$ cat config.mk
export PLATFORM = sky130hd
export DESIGN_NAME = tns_dec_arbiter_flat
export DESIGN_NICKNAME = d
export VERILOG_FILES = /design/src/rtl/tns_dec_arbiter_pkg.sv /design/src/rtl/tns_dec_arbiter_if.sv /design/src/rtl/tns_dec_arbiter_core.sv /design/src/rtl/tns_dec_arbiter.sv /design/src/flat_wrapper.sv
export SDC_FILE = /design/constraint.sdc
export NUM_CORES = 1
export LEC_CHECK = 0
export BUFFER_PORTS_ARGS = -buffer_cell sky130_fd_sc_hd__buf_2
export CORE_MARGIN = 2
export CORE_UTILIZATION = 63
export CTS_BUF_LIST = sky130_fd_sc_hd__clkbuf_4
export DETAILED_ROUTE_END_ITERATION = 8
export PLACE_DENSITY = 0.85
export SLEW_MARGIN = 20
export SYNTH_ARGS = -nofsm -noshare
export SYNTH_HDL_FRONTEND = slang
export SYNTH_HIERARCHICAL = 1
export SYNTH_SLANG_ARGS = --single-unit
export TNS_END_PERCENT = 20
$ cat constraint.sdc
create_clock -name clk -period 18.2 [get_ports clk]
set_clock_uncertainty 0.15 [all_clocks]
set_input_delay 0.91 -clock clk [delete_from_list [all_inputs] [get_ports clk]]
set_output_delay 0.91 -clock clk [all_outputs]
set_load 0.01 [all_outputs]
$ cat src/rtl/tns_dec_arbiter_pkg.sv
// Shared constants for the TNS decoder arbiter slice.
// Holds the default geometry and the TNS weight set. TNSnn_A/B/C are the three
// weights of digit group nn (A is the heaviest). TNS_W lists them by codeword bit
// 0..27, so a decoder can sum them in a loop.
package tns_dec_arbiter_pkg;

    localparam int unsigned TNS_CODE_W = 28;
    localparam int unsigned BLEN10_C   = 25;
    localparam int unsigned TNS_DATA_W = BLEN10_C;
    localparam int unsigned DEF_NREQ   = 4;
    localparam int unsigned DEF_ID_W   = 2;

    // Tribonacci-style weights, each one the sum of the three below it.
    localparam int unsigned TNS01_C = 1;
    localparam int unsigned TNS01_B = 2;
    localparam int unsigned TNS01_A = 4;
    localparam int unsigned TNS02_C = 7;
    localparam int unsigned TNS02_B = 13;
    localparam int unsigned TNS02_A = 24;
    localparam int unsigned TNS03_C = 44;
    localparam int unsigned TNS03_B = 81;
    localparam int unsigned TNS03_A = 149;
    localparam int unsigned TNS04_C = 274;
    localparam int unsigned TNS04_B = 504;
    localparam int unsigned TNS04_A = 927;
    localparam int unsigned TNS05_C = 1705;
    localparam int unsigned TNS05_B = 3136;
    localparam int unsigned TNS05_A = 5768;
    localparam int unsigned TNS06_C = 10609;
    localparam int unsigned TNS06_B = 19513;
    localparam int unsigned TNS06_A = 35890;
    localparam int unsigned TNS07_C = 66012;
    localparam int unsigned TNS07_B = 121415;
    localparam int unsigned TNS07_A = 223317;
    localparam int unsigned TNS08_C = 410744;
    localparam int unsigned TNS08_B = 755476;
    localparam int unsigned TNS08_A = 1389537;
    localparam int unsigned TNS09_C = 2555757;
    localparam int unsigned TNS09_B = 4700770;
    localparam int unsigned TNS09_A = 8646064;
    localparam int unsigned TNS10_C = 15902591;

    // Weight of codeword bit b is TNS_W[b].
    localparam int unsigned TNS_W [TNS_CODE_W] = '{
        TNS01_C, TNS01_B, TNS01_A,
        TNS02_C, TNS02_B, TNS02_A,
        TNS03_C, TNS03_B, TNS03_A,
        TNS04_C, TNS04_B, TNS04_A,
        TNS05_C, TNS05_B, TNS05_A,
        TNS06_C, TNS06_B, TNS06_A,
        TNS07_C, TNS07_B, TNS07_A,
        TNS08_C, TNS08_B, TNS08_A,
        TNS09_C, TNS09_B, TNS09_A,
        TNS10_C
    };

endpackage

$ cat src/rtl/tns_dec_arbiter_if.sv
// Request/response bundle between the CAC lanes, the shared decoder and the sink.
//   req_valid/req_code/req_ready : per-lane codeword handshake (lane i at [i*CODE_W +: CODE_W])
//   rsp_valid/rsp_id/rsp_data/rsp_ready : single tagged result channel
//   rsp_err : out-of-range flag, present only when TNS_DEC_OVF_EN is defined
// Modport slave is the arbiter side; master is the lanes plus sink.
interface tns_dec_arbiter_if
    import tns_dec_arbiter_pkg::*;
#(
    parameter int unsigned NREQ   = DEF_NREQ,
    parameter int unsigned CODE_W = TNS_CODE_W,
    parameter int unsigned DATA_W = TNS_DATA_W,
    parameter int unsigned ID_W   = DEF_ID_W
) ();

    logic [NREQ-1:0]        req_valid;
    logic [NREQ*CODE_W-1:0] req_code;
    logic [NREQ-1:0]        req_ready;
    logic                   rsp_valid;
    logic [ID_W-1:0]        rsp_id;
    logic [DATA_W-1:0]      rsp_data;
    logic                   rsp_ready;
`ifdef TNS_DEC_OVF_EN
    logic                   rsp_err;
`endif

    modport slave (
        input  req_valid, req_code, rsp_ready,
`ifdef TNS_DEC_OVF_EN
        output rsp_err,
`endif
        output req_ready, rsp_valid, rsp_id, rsp_data
    );

    modport master (
        output req_valid, req_code, rsp_ready,
`ifdef TNS_DEC_OVF_EN
        input  rsp_err,
`endif
        input  req_ready, rsp_valid, rsp_id, rsp_data
    );

endinterface

$ cat src/rtl/tns_dec_arbiter_core.sv
// tns_dec_core: combinational TNS codeword to binary sum.
//   code  : CODE_W-bit TNS codeword
//   sum_c : DATA_W+1-bit weighted sum; the top bit flags an out-of-range codeword
module tns_dec_core
    import tns_dec_arbiter_pkg::*;
#(
    parameter int unsigned CODE_W = TNS_CODE_W,
    parameter int unsigned DATA_W = TNS_DATA_W
) (
    input  logic [CODE_W-1:0] code,
    output logic [DATA_W:0]   sum_c
);

    // Add the weight of every set bit.
    always_comb begin
        sum_c = '0;
        for (int b = 0; b < int'(CODE_W); b++) begin
            if (code[b]) begin
                sum_c = sum_c + (DATA_W+1)'(TNS_W[b]);
            end
        end
    end

endmodule

$ cat src/rtl/tns_dec_arbiter.sv
// tns_dec_arbiter: one registered TNS decoder shared round-robin by NREQ lanes.
// Stage 1 captures the granted codeword and its lane; stage 2 holds the decoded,
// lane-tagged result until the sink takes it.
//   clk, rst_n : clock, asynchronous active-low reset
//   bus        : tns_dec_arbiter_if.slave (lane requests in, tagged results out)
// Optional: define TNS_DEC_OVF_EN to add bus.rsp_err (decode sum overflowed DATA_W bits).
module tns_dec_arbiter
    import tns_dec_arbiter_pkg::*;
#(
    parameter int unsigned NREQ   = DEF_NREQ,
    parameter int unsigned CODE_W = TNS_CODE_W,
    parameter int unsigned DATA_W = TNS_DATA_W,
    parameter int unsigned ID_W   = DEF_ID_W
) (
    input logic             clk,
    input logic             rst_n,
    tns_dec_arbiter_if.slave bus
);

    logic              adv1_c;
    logic              adv2_c;
    logic              hs_c;
    logic              grant_valid_c;
    logic [ID_W-1:0]   grant_id_c;
    logic [ID_W-1:0]   rr_next_c;
    logic [NREQ-1:0]   ready_c;
    logic [CODE_W-1:0] sel_code_c;
    logic [DATA_W:0]   sum_c;

    logic              s1_valid;
    logic [CODE_W-1:0] s1_code;
    logic [ID_W-1:0]   s1_id;
    logic [ID_W-1:0]   rr_ptr;
    logic              rsp_valid;
    logic [ID_W-1:0]   rsp_id;
    logic [DATA_W-1:0] rsp_data;

    // Stage 2 frees when empty or drained; stage 1 can refill when empty or moving on.
    assign adv2_c = ~rsp_valid | bus.rsp_ready;
    assign adv1_c = ~s1_valid | adv2_c;

    // Round-robin search from rr_ptr; walking downward lets the nearest lane win.
    always_comb begin
        int idx;
        idx           = 0;
        grant_valid_c = 1'b0;
        grant_id_c    = '0;
        for (int k = int'(NREQ) - 1; k >= 0; k--) begin
            idx = int'(rr_ptr) + k;
            if (idx >= int'(NREQ)) begin
                idx = idx - int'(NREQ);
            end
            if (bus.req_valid[ID_W'(idx)]) begin
                grant_valid_c = 1'b1;
                grant_id_c    = ID_W'(idx);
            end
        end
    end

    assign hs_c       = grant_valid_c & adv1_c;
    assign sel_code_c = bus.req_code[CODE_W*32'(grant_id_c) +: CODE_W];
    assign rr_next_c  = (32'(grant_id_c) == NREQ - 1) ? '0 : grant_id_c + ID_W'(1);

    always_comb begin
        ready_c = '0;
        if (hs_c) begin
            ready_c[grant_id_c] = 1'b1;
        end
    end

    assign bus.req_ready = ready_c;

    // Stage 1: capture granted codeword, advance the round-robin pointer.
    always_ff @(posedge clk or negedge rst_n) begin
        if (!rst_n) begin
            s1_valid <= 1'b0;
            s1_code  <= '0;
            s1_id    <= '0;
            rr_ptr   <= '0;
        end else if (hs_c) begin
            s1_valid <= 1'b1;
            s1_code  <= sel_code_c;
            s1_id    <= grant_id_c;
            rr_ptr   <= rr_next_c;
        end else if (adv2_c) begin
            s1_valid <= 1'b0;
        end
    end

    tns_dec_core #(
        .CODE_W (CODE_W),
        .DATA_W (DATA_W)
    ) u_core (
        .code  (s1_code),
        .sum_c (sum_c)
    );

    // Stage 2: registered result, held while the sink stalls.
    always_ff @(posedge clk or negedge rst_n) begin
        if (!rst_n) begin
            rsp_valid <= 1'b0;
            rsp_id    <= '0;
            rsp_data  <= '0;
        end else if (s1_valid && adv2_c) begin
            rsp_valid <= 1'b1;
            rsp_id    <= s1_id;
            rsp_data  <= sum_c[DATA_W-1:0];
        end else if (bus.rsp_ready) begin
            rsp_valid <= 1'b0;
        end
    end

    assign bus.rsp_valid = rsp_valid;
    assign bus.rsp_id    = rsp_id;
    assign bus.rsp_data  = rsp_data;

`ifdef TNS_DEC_OVF_EN
    logic rsp_err;

    // Overflow flag travels with rsp_data.
    always_ff @(posedge clk or negedge rst_n) begin
        if (!rst_n) begin
            rsp_err <= 1'b0;
        end else if (s1_valid && adv2_c) begin
            rsp_err <= sum_c[DATA_W];
        end
    end

    assign bus.rsp_err = rsp_err;
`else
    logic unused_ovf;
    assign unused_ovf = sum_c[DATA_W];
`endif

endmodule

$ cat src/flat_wrapper.sv
// flat-port wrapper written by rule: the top's interface ports become plain ports
module tns_dec_arbiter_flat import tns_dec_arbiter_pkg::*;
#(
    parameter int unsigned NREQ   = DEF_NREQ,
    parameter int unsigned CODE_W = TNS_CODE_W,
    parameter int unsigned DATA_W = TNS_DATA_W,
    parameter int unsigned ID_W   = DEF_ID_W
)
  (clk, rst_n, bus_req_valid, bus_req_code, bus_rsp_ready, bus_req_ready, bus_rsp_valid, bus_rsp_id, bus_rsp_data);
  tns_dec_arbiter_if #(.NREQ(NREQ), .CODE_W(CODE_W), .DATA_W(DATA_W), .ID_W(ID_W)) bus_i ();
  input logic clk;
  input logic rst_n;
  input wire logic [$bits(bus_i.req_valid)-1:0] bus_req_valid;
  input wire logic [$bits(bus_i.req_code)-1:0] bus_req_code;
  input wire logic [$bits(bus_i.rsp_ready)-1:0] bus_rsp_ready;
  output wire logic [$bits(bus_i.req_ready)-1:0] bus_req_ready;
  output wire logic [$bits(bus_i.rsp_valid)-1:0] bus_rsp_valid;
  output wire logic [$bits(bus_i.rsp_id)-1:0] bus_rsp_id;
  output wire logic [$bits(bus_i.rsp_data)-1:0] bus_rsp_data;
  assign bus_i.req_valid = bus_req_valid;
  assign bus_i.req_code = bus_req_code;
  assign bus_i.rsp_ready = bus_rsp_ready;
  assign bus_req_ready = bus_i.req_ready;
  assign bus_rsp_valid = bus_i.rsp_valid;
  assign bus_rsp_id = bus_i.rsp_id;
  assign bus_rsp_data = bus_i.rsp_data;
  tns_dec_arbiter #(.NREQ(NREQ), .CODE_W(CODE_W), .DATA_W(DATA_W), .ID_W(ID_W)) u_core (.clk(clk), .rst_n(rst_n), .bus(bus_i));
endmodule
After elaboration in Yosys (flattened, before gate mapping)
Cells that the tools add are included.
{ "totals": {"reg_bits": 61, "input_bits": 119, "out_inout_bits": 32} }
{ "op_classes": {"add_sub_neg": 35, "mul": 1, "order_cmp": 10, "n_eq_ne": 1, "n_shift": 1, "mux": 60, "bitwise_logic": 5, "reduce_logical": 4} }
{ "op_table": {"columns": ["cell", "n"], "rows": [
  ["two-way mux 25 bit", 26],
  ["variable part select 112 x 8 -> 28 bit", 1],
  ["adder 25 x 17 -> 25 bit, second input constant", 2],
  ["adder 25 x 24 -> 25 bit, second input constant", 2],
  ["adder 25 x 3 -> 25 bit, second input constant", 2],
  ["adder 25 x 9 -> 25 bit, second input constant", 2],
  ["adder 25 x 10 -> 25 bit, second input constant", 1],
  ["adder 25 x 11 -> 25 bit, second input constant", 1],
  ["adder 25 x 12 -> 25 bit, second input constant", 1],
  ["adder 25 x 13 -> 25 bit, second input constant", 1],
  ["adder 25 x 14 -> 25 bit, second input constant", 1],
  ["adder 25 x 15 -> 25 bit, second input constant", 1],
  ["adder 25 x 16 -> 25 bit, second input constant", 1],
  ["adder 25 x 18 -> 25 bit, second input constant", 1],
  ["adder 25 x 19 -> 25 bit, second input constant", 1],
  ["adder 25 x 20 -> 25 bit, second input constant", 1],
  ["adder 25 x 21 -> 25 bit, second input constant", 1],
  ["adder 25 x 22 -> 25 bit, second input constant", 1],
  ["adder 25 x 23 -> 25 bit, second input constant", 1],
  ["adder 25 x 4 -> 25 bit, second input constant", 1],
  ["adder 25 x 5 -> 25 bit, second input constant", 1],
  ["adder 25 x 6 -> 25 bit, second input constant", 1],
  ["adder 25 x 7 -> 25 bit, second input constant", 1],
  ["adder 25 x 8 -> 25 bit, second input constant", 1],
  ["23 further kinds", 64]
]} }

Depth between registers and ports, before layout
{ "logic_depth": {"depth_word": 55, "depth_mapped": 71} }

Hierarchy
The synthesis kept the hierarchy.
{ "modules_own_cells": {"columns": ["module", "instances", "cells_per_inst", "area_each_um2"], "rows": [
  ["tns_dec_core", 1, 1513, 11020.6],
  ["tns_dec_arbiter", 1, 317, 3310.7]
]} }

Worst setup path after synthesis
OpenSTA, ideal clock, no wires.
{ "synth_timing": {"path_type": "flip-flop to flip-flop", "from": "register u_core.s1_code[0]", "to": "register u_core.rsp_data[24] (netlist: u_core/bus.rsp_data[24])", "setup_ns": 0.125, "arrival_time_ns": 14.138, "required_ns": 17.925, "path_slack_ns": 3.787, "path_stages_with_launch": 58, "path_buffers": 1, "period_less_slack_ns": 14.413, "path_cell_list": "dfrtp_1 -> buf_4 -> inv_1 -> ha_1 -> nand2b_1 -> a2111oi_4 -> o21ai_1 -> o211ai_2 -> inv_1 -> ha_1 -> nand2b_1 -> or4_1 -> o221a_2 -> o211a_2 -> a311oi_1 -> o221ai_1 -> nand2_1 -> ha_1 -> (+22 left out) -> or3_1 -> a32oi_2 -> xor2_2 -> o31ai_1 -> xor2_1 -> o31ai_2 -> xor2_1 -> nand3_1 -> a2111oi_2 -> a221oi_2 -> or4_1 -> a311o_1 -> and2_1 -> o41ai_2 -> xor2_1 -> a41oi_1 -> xnor2_1 -> mux2_2"} }
{ "synth_via": {"elab_chain_cells": 55} }
{ "synth_lines": {"columns": ["item", "line", "text"], "rows": [
  ["start: declaration", "tns_dec_arbiter.sv:31", "logic [CODE_W-1:0] s1_code;"],
  ["start signal: assignment", "tns_dec_arbiter.sv:82", "s1_code <= sel_code_c;"],
  ["two-way mux 1 bit *", "tns_dec_arbiter_core.sv:18", "if (code[b]) begin"],
  ["adder 1 x 2 -> 3 bit", "tns_dec_arbiter_core.sv:19", "sum_c = sum_c + (DATA_W+1)'(TNS_W[b]);"],
  ["two-way mux 3 bit *", "tns_dec_arbiter_core.sv:18", null],
  ["adder 25 x 3 -> 25 bit", "tns_dec_arbiter_core.sv:19", null],
  ["two-way mux 25 bit *", "tns_dec_arbiter_core.sv:18", null],
  ["adder 25 x 3 -> 25 bit", "tns_dec_arbiter_core.sv:19", null],
  ["two-way mux 25 bit *", "tns_dec_arbiter_core.sv:18", null],
  ["adder 25 x 4 -> 25 bit", "tns_dec_arbiter_core.sv:19", null],
  ["(+40 left out)", null, null],
  ["two-way mux 25 bit *", "tns_dec_arbiter_core.sv:18", null],
  ["adder 25 x 23 -> 25 bit", "tns_dec_arbiter_core.sv:19", null],
  ["two-way mux 25 bit *", "tns_dec_arbiter_core.sv:18", null],
  ["adder 25 x 24 -> 25 bit", "tns_dec_arbiter_core.sv:19", null],
  ["two-way mux 25 bit *", "tns_dec_arbiter_core.sv:18", null],
  ["adder 25 x 24 -> 25 bit", "tns_dec_arbiter_core.sv:19", null],
  ["two-way mux 25 bit *", "tns_dec_arbiter_core.sv:18", null],
  ["named net u_core.sum_c[24]", "tns_dec_arbiter.sv:28", "logic [DATA_W:0] sum_c;"],
  ["end signal: assignment", "tns_dec_arbiter.sv:107", "rsp_data <= sum_c[DATA_W-1:0];"],
  ["end: declaration", "tns_dec_arbiter.sv:36", "logic [DATA_W-1:0] rsp_data;"]
]} }
The timed path passes the listed nets; every way through them passes the cells marked *.
A chain may end at the register's enable or synchronous reset.

Final worst setup path
Same ends and word-level chain as after synthesis.

==> impl_metrics.json <==
{
  "clk_latency_ns": 0.42,
  "drtIter0Drc": 1293,
  "clock-sinks": 61,
  "fin_setup_tns_ns": 0,
  "maxCapViolations": 0,
  "core_um2": 22500,
  "worst_path_most_repeated_cell": "xnor2_1",
  "status": "finished clean",
  "dr.pass1.iters": 6,
  "cts_made_buffers": 9,
  "yosysWarnings": 6,
  "reg2regPathDepth": 57,
  "place_hpwl_mm": 31.0,
  "worst_ep_required_time_ns": 18.36,
  "final_common_cell": "nand2_1",
  "period_needed_ns": 16.48,
  "worstMarginPinSlew_ns": 0.871,
  "chipWidth_um": 155,
  "avgRoutedWirePerCell_um": 17.8,
  "cts_tree": "built",
  "initial_core_util_pct": 63.6,
  "crit_path_start": "u_core/s1_code[0]",
  "path_class": "flop to flop",
  "first_global_vias": 13200,
  "grt_first_pass_wirelength_mm": 64.2,
  "grt_use_met3_pct": 2.91,
  "vias": 14600,
  "antenna_found_initial": 3,
  "cp.arrival_ns": 16.64,
  "place_inst": 2198,
  "grt.busiest_layer": "met2",
  "finalWirelength_mm": 39.5,
  "cp_max_fo": 15,
  "grt_start_max_net_pins": 62,
  "row_count": 55,
  "io_buffer_count": 150,
  "syn_avg_cell_area_um2": 7.83,
  "layout-drive-gt1-share_pct": 16.8,
  "cts_hold_buf": 0,
  "grt_usage_pct": 31.7,
  "hold_depth": 2,
  "grtUsageMet1_pct": 42.4,
  "overflow": 0,
  "setup_viol": 0,
  "layout.nets": 2068,
  "fin_cells": 2217,
  "fmax_ghz": 0.0607,
  "clk_pin_slew_ns": 0.12,
  "worst_path_largest_cell_delay_ns": 0.73,
  "synth_nets": 1972,
  "rsz0062_at_grt": "no",
  "post_cts_resized": 0,
  "cts_max_level": 3,
  "seqCellArea_um2": 1530,
  "hold_viol": 0,
  "nFillCells": 1905,
  "netlist_area_um2": 14300,
  "hp-class": "flop to flop",
  "drc_errors": 0,
  "end_kind": "flop",
  "met2_usage_pct": 54.3,
  "root_buffer": "clkbuf_4",
  "dieArea_um2": 23900,
  "mostFrequentLayoutCells": "nand2_1 (201), buf_2 (150), xnor2_1 (148)",
  "ios": 151,
  "r2r_start": "u_core/s1_code[0]",
  "cp-start-kind": "flop",
  "worstHoldStart": "u_core/s1_id[0]",
  "slew_viol_final": 0,
  "cts-root-to-sink-buffers": 2,
  "vias_per_cell": 6.59,
  "finish.instance_area_um2": 15400,
  "slowest_stage": "dfrtp_1",
  "cts_setup_buffers": 0,
  "multi_input_comb_area_um2": 12200,
  "gp_congestion": 0.922,
  "post-route-period-util_pct": 90.6,
  "slew-limit-headroom_pct": 41.5,
  "syn_to_final_growth_pct": 7.29,
  "ant_nets": 0,
  "syn-instance-count": 1828,
  "place_area_um2": 15200,
  "die_h_um": 155
}
## final cells by class
class                      count  area share (%)
clock inverter                 7           0.643
tap                          285            2.32
timing repair buffer         161            5.42
multi-input combinational   1632            79.7
sequential                    61            9.94
inverter                      59            1.44
clock buffer                   9           0.440
antenna                        3          0.0489
## registers in the layout, indices dropped and copies added, names as in the netlist
register	flops
u_core/bus.rsp_data	25
u_core/bus.rsp_id	2
u_core/bus.rsp_valid	1
u_core/rr_ptr	2
u_core/s1_code	28
u_core/s1_id	2
u_core/s1_valid	1
## final timing paths
kind / endpoint / slack, ns
worst max-delay path: u_core/bus.rsp_data[24] / 1.72
worst min-delay path: u_core/s1_id[0] / 0.35
worst max register to register: u_core/bus.rsp_data[24] / 1.72
worst min register to register: u_core/s1_id[0] / 0.35
max in group asynchronous: u_core/s1_code[3] / 16.88
min in group asynchronous: u_core/bus.rsp_data[20] / 0.48
## metal layers
metal | vias up | routed length [um]
li1 | 7100 | -
met1 | 6940 | 18100
met2 | 523 | 18300
met3 | 58 | 2230
met4 | 0 | 876
met5 | - | 0
## worst max-delay path: cells and delay by family (launching register included)
kind | cells | cell delay (ns)
xor gates and xnor gates | 12 | 4.24
buffers and inverters | 3 | 0.31
AOI/OAI and AO/OA | 21 | 5.57
and+or+nand+nor | 14 | 3.27
DFF | 1 | 0.73
adders and majority gates | 4 | 1.29
muxes | 3 | 0.81
## through the flow
stage          util (%)  hold WS [ns]  setup slack [ns]
3_5_place_dp       67.5         0.326              2.07
5_1_grt            68.3         0.372             0.305
3_3_place_gp       67.5         0.310              2.47
2_1_floorplan         -         0.296              3.84
4_1_cts            68.2         0.351              1.98
6_report           68.3         0.351              1.72
Power is left out: the tool's default activity adds up to more than one toggle a clock period on the data nets, which glitch-free logic cannot reach.
